`config.mk`:
```
export PLATFORM = sky130hd
export DESIGN_NAME = mouse_packet_flat
export DESIGN_NICKNAME = d
export VERILOG_FILES = /design/src/rtl/mouse_pkg.sv /design/src/rtl/mouse_packet_if.sv /design/src/rtl/mouse_click_classifier.sv /design/src/rtl/mouse_packet.sv /design/src/flat_wrapper.sv
export SDC_FILE = /design/constraint.sdc
export NUM_CORES = 1
export LEC_CHECK = 0
export CAP_MARGIN = 0
export CORE_ASPECT_RATIO = 0.9
export CORE_MARGIN = 2
export CORE_UTILIZATION = 65
export CTS_BUF_LIST = sky130_fd_sc_hd__clkbuf_8
export DETAILED_ROUTE_END_ITERATION = 16
export HOLD_SLACK_MARGIN = 0.1
export PLACE_DENSITY = 0.88
export SKIP_CTS_REPAIR_TIMING = 1
export SYNTH_ARGS = -nofsm -noshare
export SYNTH_HDL_FRONTEND = slang
export SYNTH_SLANG_ARGS = --single-unit
export TNS_END_PERCENT = 50
```
`constraint.sdc`:
```
create_clock -name clk -period 4.6 [get_ports clk]
set_input_delay 0.92 -clock clk [delete_from_list [all_inputs] [get_ports clk]]
set_output_delay 0.92 -clock clk [all_outputs]
set_load 0.03 [all_outputs]
```
`src/rtl/mouse_pkg.sv`:
```
// Shared types and constants for the PS/2 mouse packet assembler.
// Holds the FSM state enum, the click codes and the delta clamp helper.
package mouse_pkg;

  typedef enum logic [1:0] {
    ST_B0 = 2'd0,
    ST_B1 = 2'd1,
    ST_B2 = 2'd2
  } mouse_state_e;

  localparam logic [7:0] BTN_NONE  = 8'd0;
  localparam logic [7:0] BTN_LEFT  = 8'd1;
  localparam logic [7:0] BTN_RIGHT = 8'd2;
  localparam logic [7:0] BTN_LONG  = 8'd3;

  localparam logic [7:0] CLAMP_POS = 8'h7F;
  localparam logic [7:0] CLAMP_NEG = 8'h81;

  // Symmetric clamp to +/-127 so -128 never leaves the block and Y negation is safe.
  function automatic logic [7:0] clamp_delta(input logic ovf, input logic [8:0] raw);
    logic [7:0] res;
    if (ovf)
      res = raw[8] ? CLAMP_NEG : CLAMP_POS;
    else if ($signed(raw) > 9'sd127)
      res = CLAMP_POS;
    else if ($signed(raw) < -9'sd127)
      res = CLAMP_NEG;
    else
      res = raw[7:0];
    return res;
  endfunction

endpackage

```
`src/rtl/mouse_packet_if.sv`:
```
// Byte-in / packet-out bus of mouse_packet, plus FSM state for observation.
// All strobes are single-cycle with no backpressure: rx_valid qualifies rx_data for
// exactly one cycle, valid_o qualifies data_x/data_y/btn_o updates, sync_err is an event.
interface mouse_packet_if;
  import mouse_pkg::*;

  logic [7:0]   rx_data;
  logic         rx_valid;
  logic [7:0]   data_x;
  logic [7:0]   data_y;
  logic [7:0]   btn_o;
  logic         valid_o;
  logic         sync_err;
  mouse_state_e state;

  modport slave (
    input  rx_data, rx_valid,
    output data_x, data_y, btn_o, valid_o, sync_err, state
  );

  modport master (
    output rx_data, rx_valid,
    input  data_x, data_y, btn_o, valid_o, sync_err, state
  );
endinterface

```
`src/rtl/mouse_click_classifier.sv`:
```
// Turns per-packet L/R button levels into none/left/right/long click codes.
// code is combinational and only meaningful in the cycle pkt is high.
module mouse_click_classifier
  import mouse_pkg::*;
#(
  parameter int LONG_CYCLES = 50_000_000,
  parameter int CNT_W       = 27
) (
  input  logic       clk,
  input  logic       rst_p,
  input  logic       pkt,
  input  logic       l,
  input  logic       r,
  output logic [7:0] code
);

  localparam logic [CNT_W-1:0] LONG_MAX = CNT_W'(LONG_CYCLES);

  logic [CNT_W-1:0] hold_cnt;
  logic             l_hist;
  logic             r_hist;
  logic             long_done;
  logic             press;
  logic             long_evt;
  logic             left_evt;
  logic             right_evt;

  always_comb begin
    press     = l && !l_hist;
    long_evt  = l && l_hist && !long_done && (hold_cnt >= LONG_MAX);
    left_evt  = !l && l_hist && !long_done;
    right_evt = !r && r_hist;
    code      = BTN_NONE;
    if (long_evt)
      code = BTN_LONG;
    else if (left_evt)
      code = BTN_LEFT;
    else if (right_evt)
      code = BTN_RIGHT;
  end

  always_ff @(posedge clk or posedge rst_p) begin
    if (rst_p) begin
      hold_cnt  <= '0;
      l_hist    <= 1'b0;
      r_hist    <= 1'b0;
      long_done <= 1'b0;
    end else begin
      // Hold time runs off the packet-level L history, so it counts between packets.
      if (pkt && press)
        hold_cnt <= '0;
      else if (l_hist && (hold_cnt < LONG_MAX))
        hold_cnt <= hold_cnt + CNT_W'(1);

      if (pkt) begin
        l_hist <= l;
        r_hist <= r;
        if (press)
          long_done <= 1'b0;
        else if (long_evt)
          long_done <= 1'b1;
      end
    end
  end

endmodule

```
`src/rtl/mouse_packet.sv`:
```
// Assembles 3-byte PS/2 mouse packets into clamped X/Y deltas and a click code.
// Define MOUSE_Y_INVERT_EN to negate data_y into screen (downward-positive) coordinates.
module mouse_packet
  import mouse_pkg::*;
#(
  parameter int LONG_CYCLES    = 50_000_000,
  parameter int TIMEOUT_CYCLES = 100_000,
  parameter int CNT_W          = 27
) (
  input  logic           clk,
  input  logic           rst_p,
  mouse_packet_if.slave  bus
);

  localparam logic [CNT_W-1:0] TMO_MAX = CNT_W'(TIMEOUT_CYCLES);

  mouse_state_e     state;
  mouse_state_e     state_n;
  logic [CNT_W-1:0] tmo_cnt;
  logic [3:0]       hdr_q;     // b0[7:4]: Y ovf, X ovf, Y sign, X sign
  logic [1:0]       btn_q;     // b0[1:0]: R, L
  logic [7:0]       b1_q;

  logic       timeout;
  logic       accept_b0;
  logic       accept_b1;
  logic       accept_b2;
  logic       err_n;
  logic [8:0] dx;
  logic [8:0] dy;
  logic [7:0] cx;
  logic [7:0] cy;
  logic [7:0] y_out;
  logic [7:0] btn_code;

  assign bus.state = state;

  always_comb begin
    state_n   = state;
    timeout   = (state != ST_B0) && (tmo_cnt == TMO_MAX);
    accept_b0 = 1'b0;
    accept_b1 = 1'b0;
    accept_b2 = 1'b0;
    err_n     = timeout;
    // On timeout the same-cycle byte is judged as a fresh B0 candidate.
    if (timeout || state == ST_B0) begin
      state_n = ST_B0;
      if (bus.rx_valid) begin
        if (bus.rx_data[3]) begin
          accept_b0 = 1'b1;
          state_n   = ST_B1;
        end else begin
          err_n = 1'b1;
        end
      end
    end else if (state == ST_B1) begin
      if (bus.rx_valid) begin
        accept_b1 = 1'b1;
        state_n   = ST_B2;
      end
    end else begin
      if (bus.rx_valid) begin
        accept_b2 = 1'b1;
        state_n   = ST_B0;
      end
    end
  end

  always_comb begin
    dx = {hdr_q[0], b1_q};
    dy = {hdr_q[1], bus.rx_data};
    cx = clamp_delta(hdr_q[2], dx);
    cy = clamp_delta(hdr_q[3], dy);
`ifdef MOUSE_Y_INVERT_EN
    y_out = ~cy + 8'd1;
`else
    y_out = cy;
`endif
  end

  mouse_click_classifier #(
    .LONG_CYCLES (LONG_CYCLES),
    .CNT_W       (CNT_W)
  ) u_click (
    .clk   (clk),
    .rst_p (rst_p),
    .pkt   (accept_b2),
    .l     (btn_q[0]),
    .r     (btn_q[1]),
    .code  (btn_code)
  );

  always_ff @(posedge clk or posedge rst_p) begin
    if (rst_p) begin
      state        <= ST_B0;
      tmo_cnt      <= '0;
      hdr_q        <= '0;
      btn_q        <= '0;
      b1_q         <= '0;
      bus.data_x   <= '0;
      bus.data_y   <= '0;
      bus.btn_o    <= '0;
      bus.valid_o  <= 1'b0;
      bus.sync_err <= 1'b0;
    end else begin
      state        <= state_n;
      bus.valid_o  <= accept_b2;
      bus.sync_err <= err_n;

      if (accept_b0 || accept_b1 || accept_b2 || state_n == ST_B0)
        tmo_cnt <= '0;
      else
        tmo_cnt <= tmo_cnt + CNT_W'(1);

      if (accept_b0) begin
        hdr_q <= bus.rx_data[7:4];
        btn_q <= bus.rx_data[1:0];
      end
      if (accept_b1)
        b1_q <= bus.rx_data;
      if (accept_b2) begin
        bus.data_x <= cx;
        bus.data_y <= y_out;
        bus.btn_o  <= btn_code;
      end
    end
  end

endmodule

```
`src/flat_wrapper.sv`:
```
// flat-port wrapper written by rule: the top's interface ports become plain ports
module mouse_packet_flat import mouse_pkg::*;
#(
  parameter int LONG_CYCLES    = 50_000_000,
  parameter int TIMEOUT_CYCLES = 100_000,
  parameter int CNT_W          = 27
)
  (clk, rst_p, bus_rx_data, bus_rx_valid, bus_data_x, bus_data_y, bus_btn_o, bus_valid_o, bus_sync_err, bus_state);
  mouse_packet_if bus_i ();
  input  logic clk;
  input  logic rst_p;
  input wire logic [$bits(bus_i.rx_data)-1:0] bus_rx_data;
  input wire logic [$bits(bus_i.rx_valid)-1:0] bus_rx_valid;
  output wire logic [$bits(bus_i.data_x)-1:0] bus_data_x;
  output wire logic [$bits(bus_i.data_y)-1:0] bus_data_y;
  output wire logic [$bits(bus_i.btn_o)-1:0] bus_btn_o;
  output wire logic [$bits(bus_i.valid_o)-1:0] bus_valid_o;
  output wire logic [$bits(bus_i.sync_err)-1:0] bus_sync_err;
  output wire logic [$bits(bus_i.state)-1:0] bus_state;
  assign bus_i.rx_data = bus_rx_data;
  assign bus_i.rx_valid = bus_rx_valid;
  assign bus_data_x = bus_i.data_x;
  assign bus_data_y = bus_i.data_y;
  assign bus_btn_o = bus_i.btn_o;
  assign bus_valid_o = bus_i.valid_o;
  assign bus_sync_err = bus_i.sync_err;
  assign bus_state = bus_i.state;
  mouse_packet #(.LONG_CYCLES(LONG_CYCLES), .TIMEOUT_CYCLES(TIMEOUT_CYCLES), .CNT_W(CNT_W)) u_core (.clk(clk), .rst_p(rst_p), .bus(bus_i));
endmodule
```
Yosys cells after proc, flatten, opt, wreduce, memory -nomap -nowiden
Cells that the tools add are included.
{"block": "totals", "ff_bits": 99, "output_inout_bits": 28}
{"block": "op_classes", "n_addsub": 2, "order_cmp": 6, "n_eq_ne": 2, "muxes": 33, "reduce_logical": 24}
{"cell": "$mux W27", "n": 3}
{"cell": "$mux W8", "n": 8}
{"cell": "$add A27 B1 Y27 const B", "n": 2}
{"cell": "$eq A27 B17 Y1 const B", "n": 1}
{"cell": "$ge A27 B26 Y1 const B", "n": 1}
{"cell": "$lt A27 B26 Y1 const B", "n": 1}
{"cell": "$gt A9 B8 Y1 const B", "n": 2}
{"cell": "$lt A9 B8 Y1 const B", "n": 2}
{"cell": "$mux W2", "n": 8}
{"cell": "$mux W1", "n": 14}
{"cell": "$logic_and A1 B1 Y1", "n": 10}
{"cell": "$reduce_bool A2 Y1", "n": 3}
{"cell": "$logic_not A1 Y1", "n": 4}
{"cell": "$logic_not A2 Y1", "n": 2}
{"cell": "$logic_or A1 B1 Y1", "n": 4}
{"cell": "$eq A2 B1 Y1 const B", "n": 1}
{"cell": "$reduce_and A2 Y1", "n": 1}

Longest topological paths before layout
Gate-level depths: netlist of the first run.
{"block": "depth", "word_depth": 8, "mapped_depth": 9, "depth_no_buf": 7}

Hierarchy
A second synthesis of the first run with hierarchy kept.
{"block": "unflattened", "hier_cells": 518, "area_unflattened_um2": 4982.3}
{"mod": "mouse_packet", "instances": 1, "cells_each": 322, "area_per_inst_um2": 3239.4, "seq_area_each_um2": 1726.7}
{"mod": "mouse_click_classifier", "instances": 1, "cells_each": 196, "area_per_inst_um2": 1742.9, "seq_area_each_um2": 750.7}

Worst setup path after synthesis of the first run
Ideal clock, no wire load.
{"block": "synth_timing", "path_kind": "reg2reg", "start": "reg u_core.u_click.hold_cnt[16]", "end": "reg u_core.u_click.hold_cnt[17]", "setup_time_ns": 0.078, "arrival_ns": 1.902, "required_time_ns": 4.522, "setup_slack_ns": 2.620, "stages_incl_launch_ff": 6, "period_less_slack_ns": 1.980, "path_cell_list": "dfrtp_1 -> or4_4 -> o211ai_4 -> o21ai_2 -> or4_1 -> a21oi_1"}
{"block": "synth_via", "elab_chain_len": 3, "elab_cells_between_ends": 6, "cone_classes": "add/sub (1); order compare (1); mux (2); reduce/logical (2)"}
{"item": "from (decl)", "line": "mouse_click_classifier.sv:19", "text": "logic [CNT_W-1:0] hold_cnt;"}
{"item": "from (signal assigned)", "line": "mouse_click_classifier.sv:53", "text": "hold_cnt <= hold_cnt + CNT_W'(1);"}
{"item": "$add A27 B1 Y27 or $lt A27 B26 Y1 (tied branches)", "line": "mouse_click_classifier.sv:53, mouse_click_classifier.sv:52"}
{"item": "$mux W27 or $logic_and A1 B1 Y1 (tied branches)", "line": "mouse_click_classifier.sv:52", "text": "else if (l_hist && (hold_cnt < LONG_MAX))"}
{"item": "$mux W27 or $reduce_bool A2 Y1 (tied branches)"}
Several ways; a longest one is shown, not always the timed one. The select of a mux whose other input is x is not followed.
A chain may end at the register's enable or synchronous reset.

Final worst setup path of the first run
{"block": "layout_timing", "start": "reg u_core.tmo_cnt[0]", "end": "reg u_core.b1_q[0]"}
{"block": "layout_via", "elab_chain_len": 4}
{"item": "from (decl)", "line": "mouse_packet.sv:19", "text": "logic [CNT_W-1:0] tmo_cnt;"}
{"item": "from (signal assigned)", "line": "mouse_packet.sv:113", "text": "tmo_cnt <= tmo_cnt + CNT_W'(1);"}
{"item": "$eq A27 B17 Y1", "line": "mouse_packet.sv:40", "text": "timeout = (state != ST_B0) && (tmo_cnt == TMO_MAX);"}
{"item": "$logic_and A1 B1 Y1", "line": "mouse_packet.sv:40"}
{"item": "$logic_or A1 B1 Y1", "line": "mouse_packet.sv:46", "text": "if (timeout || state == ST_B0) begin"}
{"item": "$mux W1", "line": "mouse_packet.sv:46"}
{"item": "to (signal assigned)", "line": "mouse_packet.sv:120", "text": "b1_q <= bus.rx_data;"}
{"item": "to (decl)", "line": "mouse_packet.sv:22", "text": "logic [7:0] b1_q;"}
No other way between the ends.

==> impl_metrics.toml, run 1 <==
[die]
core_area_sq_um = 7040
die_w_microns = 93.6
core.rowCount = 29
fp.dieH_microns = 84.6
start_util_pct = 66.7
ios = 39
die-area_sq_um = 7920

[clock_tree]
clockBufferDepth = 2
clockRootBuffer = "clkbuf_8"
clk_latency_ps = 360
cts_tree = "done"
cts_buffers = 9
cts.clk_slew.worst_paths_ps = 80
cts_sinks = 93
htreeDepth = 3

[layout]
synthToLayoutAreaGrowth_pct = 12.1
nets = 536
final_cell_area_sq_um = 5260
drive_gt1_share_pct = 6.86
nFillCells = 485
antenna_cells = 0

[global_route]
antenna_found_initial = 0
grt_max_degree = 40
grt_pass1_wl_mm = 17.2
overflow = 0
track_usage_pct = 27.2
grt_pass1_vias = 3667

[logic_synthesis]
ys_warn_count = 0
synthTopCellsByCount = "93 x dfrtp_1, 62 x nand2_1, 62 x nor2_1, 36 x o21ai_0, 21 x xor2_1"
synthTopCellsByArea = "dfrtp_1 50%, nand2_1 5.0%, nor2_1 5.0%"
syn_area_sq_um = 4690
synth_edf_count = 0
synth_cells = 496
yosysSeqAreaShare_pct = 49.6
yosys.area_share.simple_pct = 23.4
ys_ff_latch = 93
synth_compound_area_share_pct = 11.4
synthAdderAreaFrac_pct = 1.07
synthMostInstantiatedCell = "dfrtp_1"
synth_top_family_by_area = "simple AND/OR/NAND/NOR gates"
synth_mux_area_share_pct = 4.93
synth_top_area_cell = "dfrtp_1"
avgSynthCellArea_sq_um = 9.46
synth_top_area_share_pct = 49.6
ys_types = 51
synth_xor_area_share_pct = 5.04
synth_ff_type = "dfrtp_1"
async_flop_share_pct = 100

[sta]
slew_violations = 0
setup_tns_ps = 0
post-route-period-util_pct = 59.2
rsz0062_at_grt = "false"
fin_skew_ps = 9.90
relSlewSlack_pct = 16.5
fin_crit_ps = 2720
worst_pin_slew_ps = 1240
hold_viol = 0
fmax_mhz = 367
final-setup-viol-count = 0

[setup_path]
path_max_fanout = 14
critical_path_class = "reg2reg"
worstPathCellList = "inv_1 > ha_1 > nor4b_1 > nand3_1 > o21ai_0 > mux2_2"
r2r_slack_ps = 1880
arrival_ps = 2970
cp-end-kind = "flip-flop"
critPathMaxStageDelay_ps = 1050
slowest_stage = "o21ai_0"
crit_required_ps = 4850
startpoint_type = "flip-flop"

[route]
drt-initial-drc-count = 305
vias = 3713
met3_length_microns = 450
wl_per_cell_microns = 15.7
via_per_inst = 6.01
post-route-drc-count = 0
top_layer = "met4"
wl_met2_mm = 4.80
routed_wl_mm = 9.67
first_pass_iters = 4
drt-met1-wl_mm = 4.27
ant_nets = 0

[worst_hold_path]
hold_path.class = "reg2reg"

[power_and_ir_drop]
p_per_area_nw_per_um2 = 509
power_leakage_nw = 2.26
ir_drop_mv = 0.454

[place]
postPlaceCellArea_sq_um = 5050
routabilityCongestion = 0.792
hpwl_mm = 6.61
numPortBuffers = 32

[job]
drv_cap = 0

[status]
status = "complete, no violations"
==> worst max-delay path, delay by kind of cell, from the launching register on <==
kind            cells  cell delay, ps
mux                 1             420
compound gates      1            1050
simple gates        2             510
flops               1             430
fa+ha+maj           1             130
buf+inv             1              70
==> flip-flops by register name (all words and copies together) (netlist names), 2 cells and up <==
| name | count |
|---|---|
| u_core.bus.btn_o | 2 |
| u_core.b1_q | 8 |
| u_core.bus.data_y | 8 |
| u_core.bus.state | 2 |
| u_core.u_click.hold_cnt | 27 |
| u_core.hdr_q | 4 |
| u_core.bus.data_x | 8 |
| u_core.tmo_cnt | 27 |
| u_core.btn_q | 2 |
==> layer usage <==
layer	global-route usage [%]	up-vias
met5	0	-
met1	36.9	1821
met2	43.9	98
met4	8.83	0
met3	6.37	14
li1	-	1780
==> placed cells by master (no fill, tap or decap), types with 9 or more instances in the layout <==
master,n
xor2_1,21
nor3_1,10
nand4_1,13
mux2_2,9
a21oi_1,11
nor2_1,62
o21ai_0,35
clkbuf_8,10
clkdlybuf4s50_1,32
inv_1,20
dfrtp_1,93
mux2i_1,13
nand3_1,17
nand2_1,62
and4_1,11
==> cell type report <==
type	instances	area [sq um]	area share, %
Tap cell	93	116	2.21
Timing Repair Buffer	36	350	6.66
Multi-Input combinational cell	361	2180	41.4
Clock inverter	5	76.3	1.45
Sequential cell	93	2330	44.2
Clock buffer	10	138	2.62
Inverter	20	76.3	1.45
==> logic make-up (layout without fill, tap and decap cells) <==
family                     count (synthesis)  count (layout)
DFF                                       93              93
xor gates and xnor gates                  27              27
muxes                                     22              22
other                                      1               6
adders and majority gates                  4               4
AOI/OAI and AO/OA                         82              82
and+or+nand+nor                          220             220
buffers and inverters                     47              71
==> power by group <==
group / switching (mW) / internal, mW / total, mW
clock network: 0.269 / 0.315 / 0.584
registers: 0.205 / 1.04 / 1.24
logic: 0.499 / 0.350 / 0.850
==> stage by stage <==
| stage | power (mW) | hold slack, ps | worst slack (ps) | std cells | utilization [%] |
|---|---|---|---|---|---|
| finish | 2.68 | 485 | 1880 | 618 | 74.7 |
| global route | 2.84 | 526 | 1590 | 618 | 74.7 |
| CTS | 2.69 | 490 | 1890 | 618 | 74.7 |
| detailed placement | 2.10 | 471 | 1720 | 603 | 71.7 |
| global placement | 2.05 | 463 | 1790 | 603 | 71.7 |
| floorplan | 1.78 | 450 | 1260 | 501 | - |
==> final timing paths <==
kind | from | endpoint | cells past startpoint
worst max-delay path | u_core.tmo_cnt[0] | u_core.b1_q[0] | 6
worst min-delay path | u_core.u_click.r_hist | u_core.u_click.r_hist | 2
worst max register to register | u_core.tmo_cnt[0] | u_core.b1_q[0] | 6
worst min register to register | u_core.u_click.r_hist | u_core.u_click.r_hist | 2
max in group asynchronous | rst_p | u_core.bus.data_x[4] | 3
min in group asynchronous | rst_p | u_core.tmo_cnt[10] | 2
No activity file was read; power rests on OpenSTA's default activity.
==> run 2: changes to the inputs <==
--- a/config.mk
+++ b/config.mk
@@ -8,11 +8,11 @@
 export CAP_MARGIN = 0
 export CORE_ASPECT_RATIO = 0.9
 export CORE_MARGIN = 2
-export CORE_UTILIZATION = 65
+export CORE_UTILIZATION = 60
 export CTS_BUF_LIST = sky130_fd_sc_hd__clkbuf_8
 export DETAILED_ROUTE_END_ITERATION = 16
 export HOLD_SLACK_MARGIN = 0.1
-export PLACE_DENSITY = 0.88
+export PLACE_DENSITY = 0.82
 export SKIP_CTS_REPAIR_TIMING = 1
 export SYNTH_ARGS = -nofsm -noshare
 export SYNTH_HDL_FRONTEND = slang
==> constraint.sdc (replaced) <==
create_clock -name clk -period 2.6 [get_ports clk]
set_input_delay 0.52 -clock clk [delete_from_list [all_inputs] [get_ports clk]]
set_output_delay 0.52 -clock clk [all_outputs]
set_load 0.03 [all_outputs]
==> run 2 against run 1 <==
Effect of this change: core utilization shrank 4.9 points; via count decreased by 1.7%; clock skew down 1.3 ps; critical path type unchanged; largest power group unchanged.
==> impl_metrics.toml, run 2 (same netlist as run 1, synthesis figures left out) <==
[sta]
post-route-period-util_pct = 88.8
final-setup-viol-count = 0
relSlewSlack_pct = 59.6
hold_viol = 0
rsz0062_at_grt = "false"
layout_setup_ws_ps = 292
setup_tns_ps = 0
fin_crit_ps = 2310
fmax_mhz = 433
slew_violations = 0
fin_skew_ps = 8.65
worst_pin_slew_ps = 605

[job]
drv_cap = 0

[route]
drt-initial-drc-count = 184
via_per_inst = 5.83
vias = 3651
wl_per_cell_microns = 15.2
ant_nets = 0
first_pass_iters = 5
routed_wl_mm = 9.51
post-route-drc-count = 0

[layout]
nets = 541
regArea_sq_um = 2330
final_cell_area_sq_um = 5300
layout_commonest_cell = "dfrtp_1"
drive_gt1_share_pct = 7.74
multi_input_area_sq_um = 2180
synthToLayoutAreaGrowth_pct = 12.8
nFillCells = 565
most-common-layout-cells = "93 x dfrtp_1, 62 x nand2_1, 62 x nor2_1"
antenna_cells = 0
reg_top3 = "u_core.tmo_cnt x27, u_core.u_click.hold_cnt x27"

[setup_path]
cp-endpoint = "u_core.bus.data_y[7]"
slowest_stage = "dfrtp_1"
r2r-end = "u_core.bus.data_y[7]"
crit_start = "u_core.tmo_cnt[0]"
critPathMaxStageDelay_ps = 430
worstPathCellList = "inv_1 > ha_1 > nor4b_1 > nand3_1 > o21bai_2 > buf_4 > mux2_2"
arrival_ps = 2560
startpoint_type = "flip-flop"
reg2reg_depth = 7
r2r_slack_ps = 290
cp-end-kind = "flip-flop"
critical_path_class = "reg2reg"
path_max_fanout = 38
crit_required_ps = 2850
r2r_start = "u_core.tmo_cnt[0]"

[power_and_ir_drop]
p_per_area_nw_per_um2 = 873
ir_drop_mv = 0.613
power_leakage_nw = 2.28

[clock_tree]
cts_tree = "done"
cts_buffers = 9
clk_latency_ps = 360
cts.clk_slew.worst_paths_ps = 90
clockRootBuffer = "clkbuf_8"
htreeDepth = 3
clockBufferDepth = 2
cts_sinks = 93

[global_route]
antenna_found_initial = 0
grt_pass1_wl_mm = 16.6
track_usage_pct = 23.9
overflow = 0
grt_pass1_vias = 3544
grt_max_degree = 39

[place]
hpwl_mm = 6.73
place_worst_setup_slack_ps = 306
numPortBuffers = 32
postPlaceCellArea_sq_um = 5110
routabilityCongestion = 0.833

[die]
die-area_sq_um = 8550
die_w_microns = 97.2
core_area_sq_um = 7580
start_util_pct = 61.9
fp.dieH_microns = 87.9
ios = 39
core.rowCount = 30

[status]
status = "complete, no violations"

[worst_hold_path]
hold_path.class = "reg2reg"
hp-start = "u_core.bus.data_y[4]"
run 2: changes by cell type in the layout (fill, tap and decap cells not counted):
cell	previous run	this run
clkbuf_8	10	9
clkinv_2	2	3
buf_4	4	7
buf_12	0	2
clkinvlp_4	1	2
bufinv_16	2	1
run 2: metal layers:
layer  share of wire, %  vias up  GRT usage (%)
met3                3.7       12           5.27
met4                1.0        0           6.57
met2                 48       64           40.8
met5                  0        -              0
met1                 47     1789           31.7
li1                   -     1786              -
run 2: how the worst min path moves through the flow:
stage / to / depth (start not counted) / slack (ps)
4_1_cts: u_core.bus.data_y[4] / 2 / 500
5_1_grt: u_core.bus.data_y[4] / 2 / 520
3_3_place_gp: u_core.u_click.r_hist / 2 / 470
3_5_place_dp: u_core.bus.data_y[4] / 2 / 470
2_1_floorplan: u_core.u_click.r_hist / 2 / 450
6_report: u_core.bus.data_y[4] / 2 / 490
run 2: area by class of cell:
cell class / instances / area share [%]
multi-input combinational: 361 / 41.1
tap: 96 / 2.27
sequential: 93 / 44.0
clock inverter: 6 / 1.06
clock buffer: 9 / 2.34
timing repair buffer: 41 / 7.80
inverter: 20 / 1.49
run 2: stage by stage:
step / instances / util [%] / total power [mW] / hold slack, ps
CTS: 626 / 69.8 / 4.65 / 496
global route: 626 / 69.8 / 4.91 / 519
finish: 626 / 69.8 / 4.62 / 487
detailed placement: 611 / 67.5 / 3.73 / 475
global placement: 611 / 67.5 / 3.66 / 468
floorplan: 501 / - / 3.16 / 450
run 2: power breakdown:
part | switching, mW | internal [mW] | total, mW
Sequential | 0.363 | 1.84 | 2.20
Combinational | 0.880 | 0.632 | 1.51
Clock | 0.479 | 0.431 | 0.910
run 2: critical path: cells and delay by family (launching register included):
family / cells / cell delay (ps)
compound gates: 1 / 230
flops: 1 / 430
mux: 1 / 390
fa+ha+maj: 1 / 150
simple gates: 2 / 560
buf+inv: 2 / 450
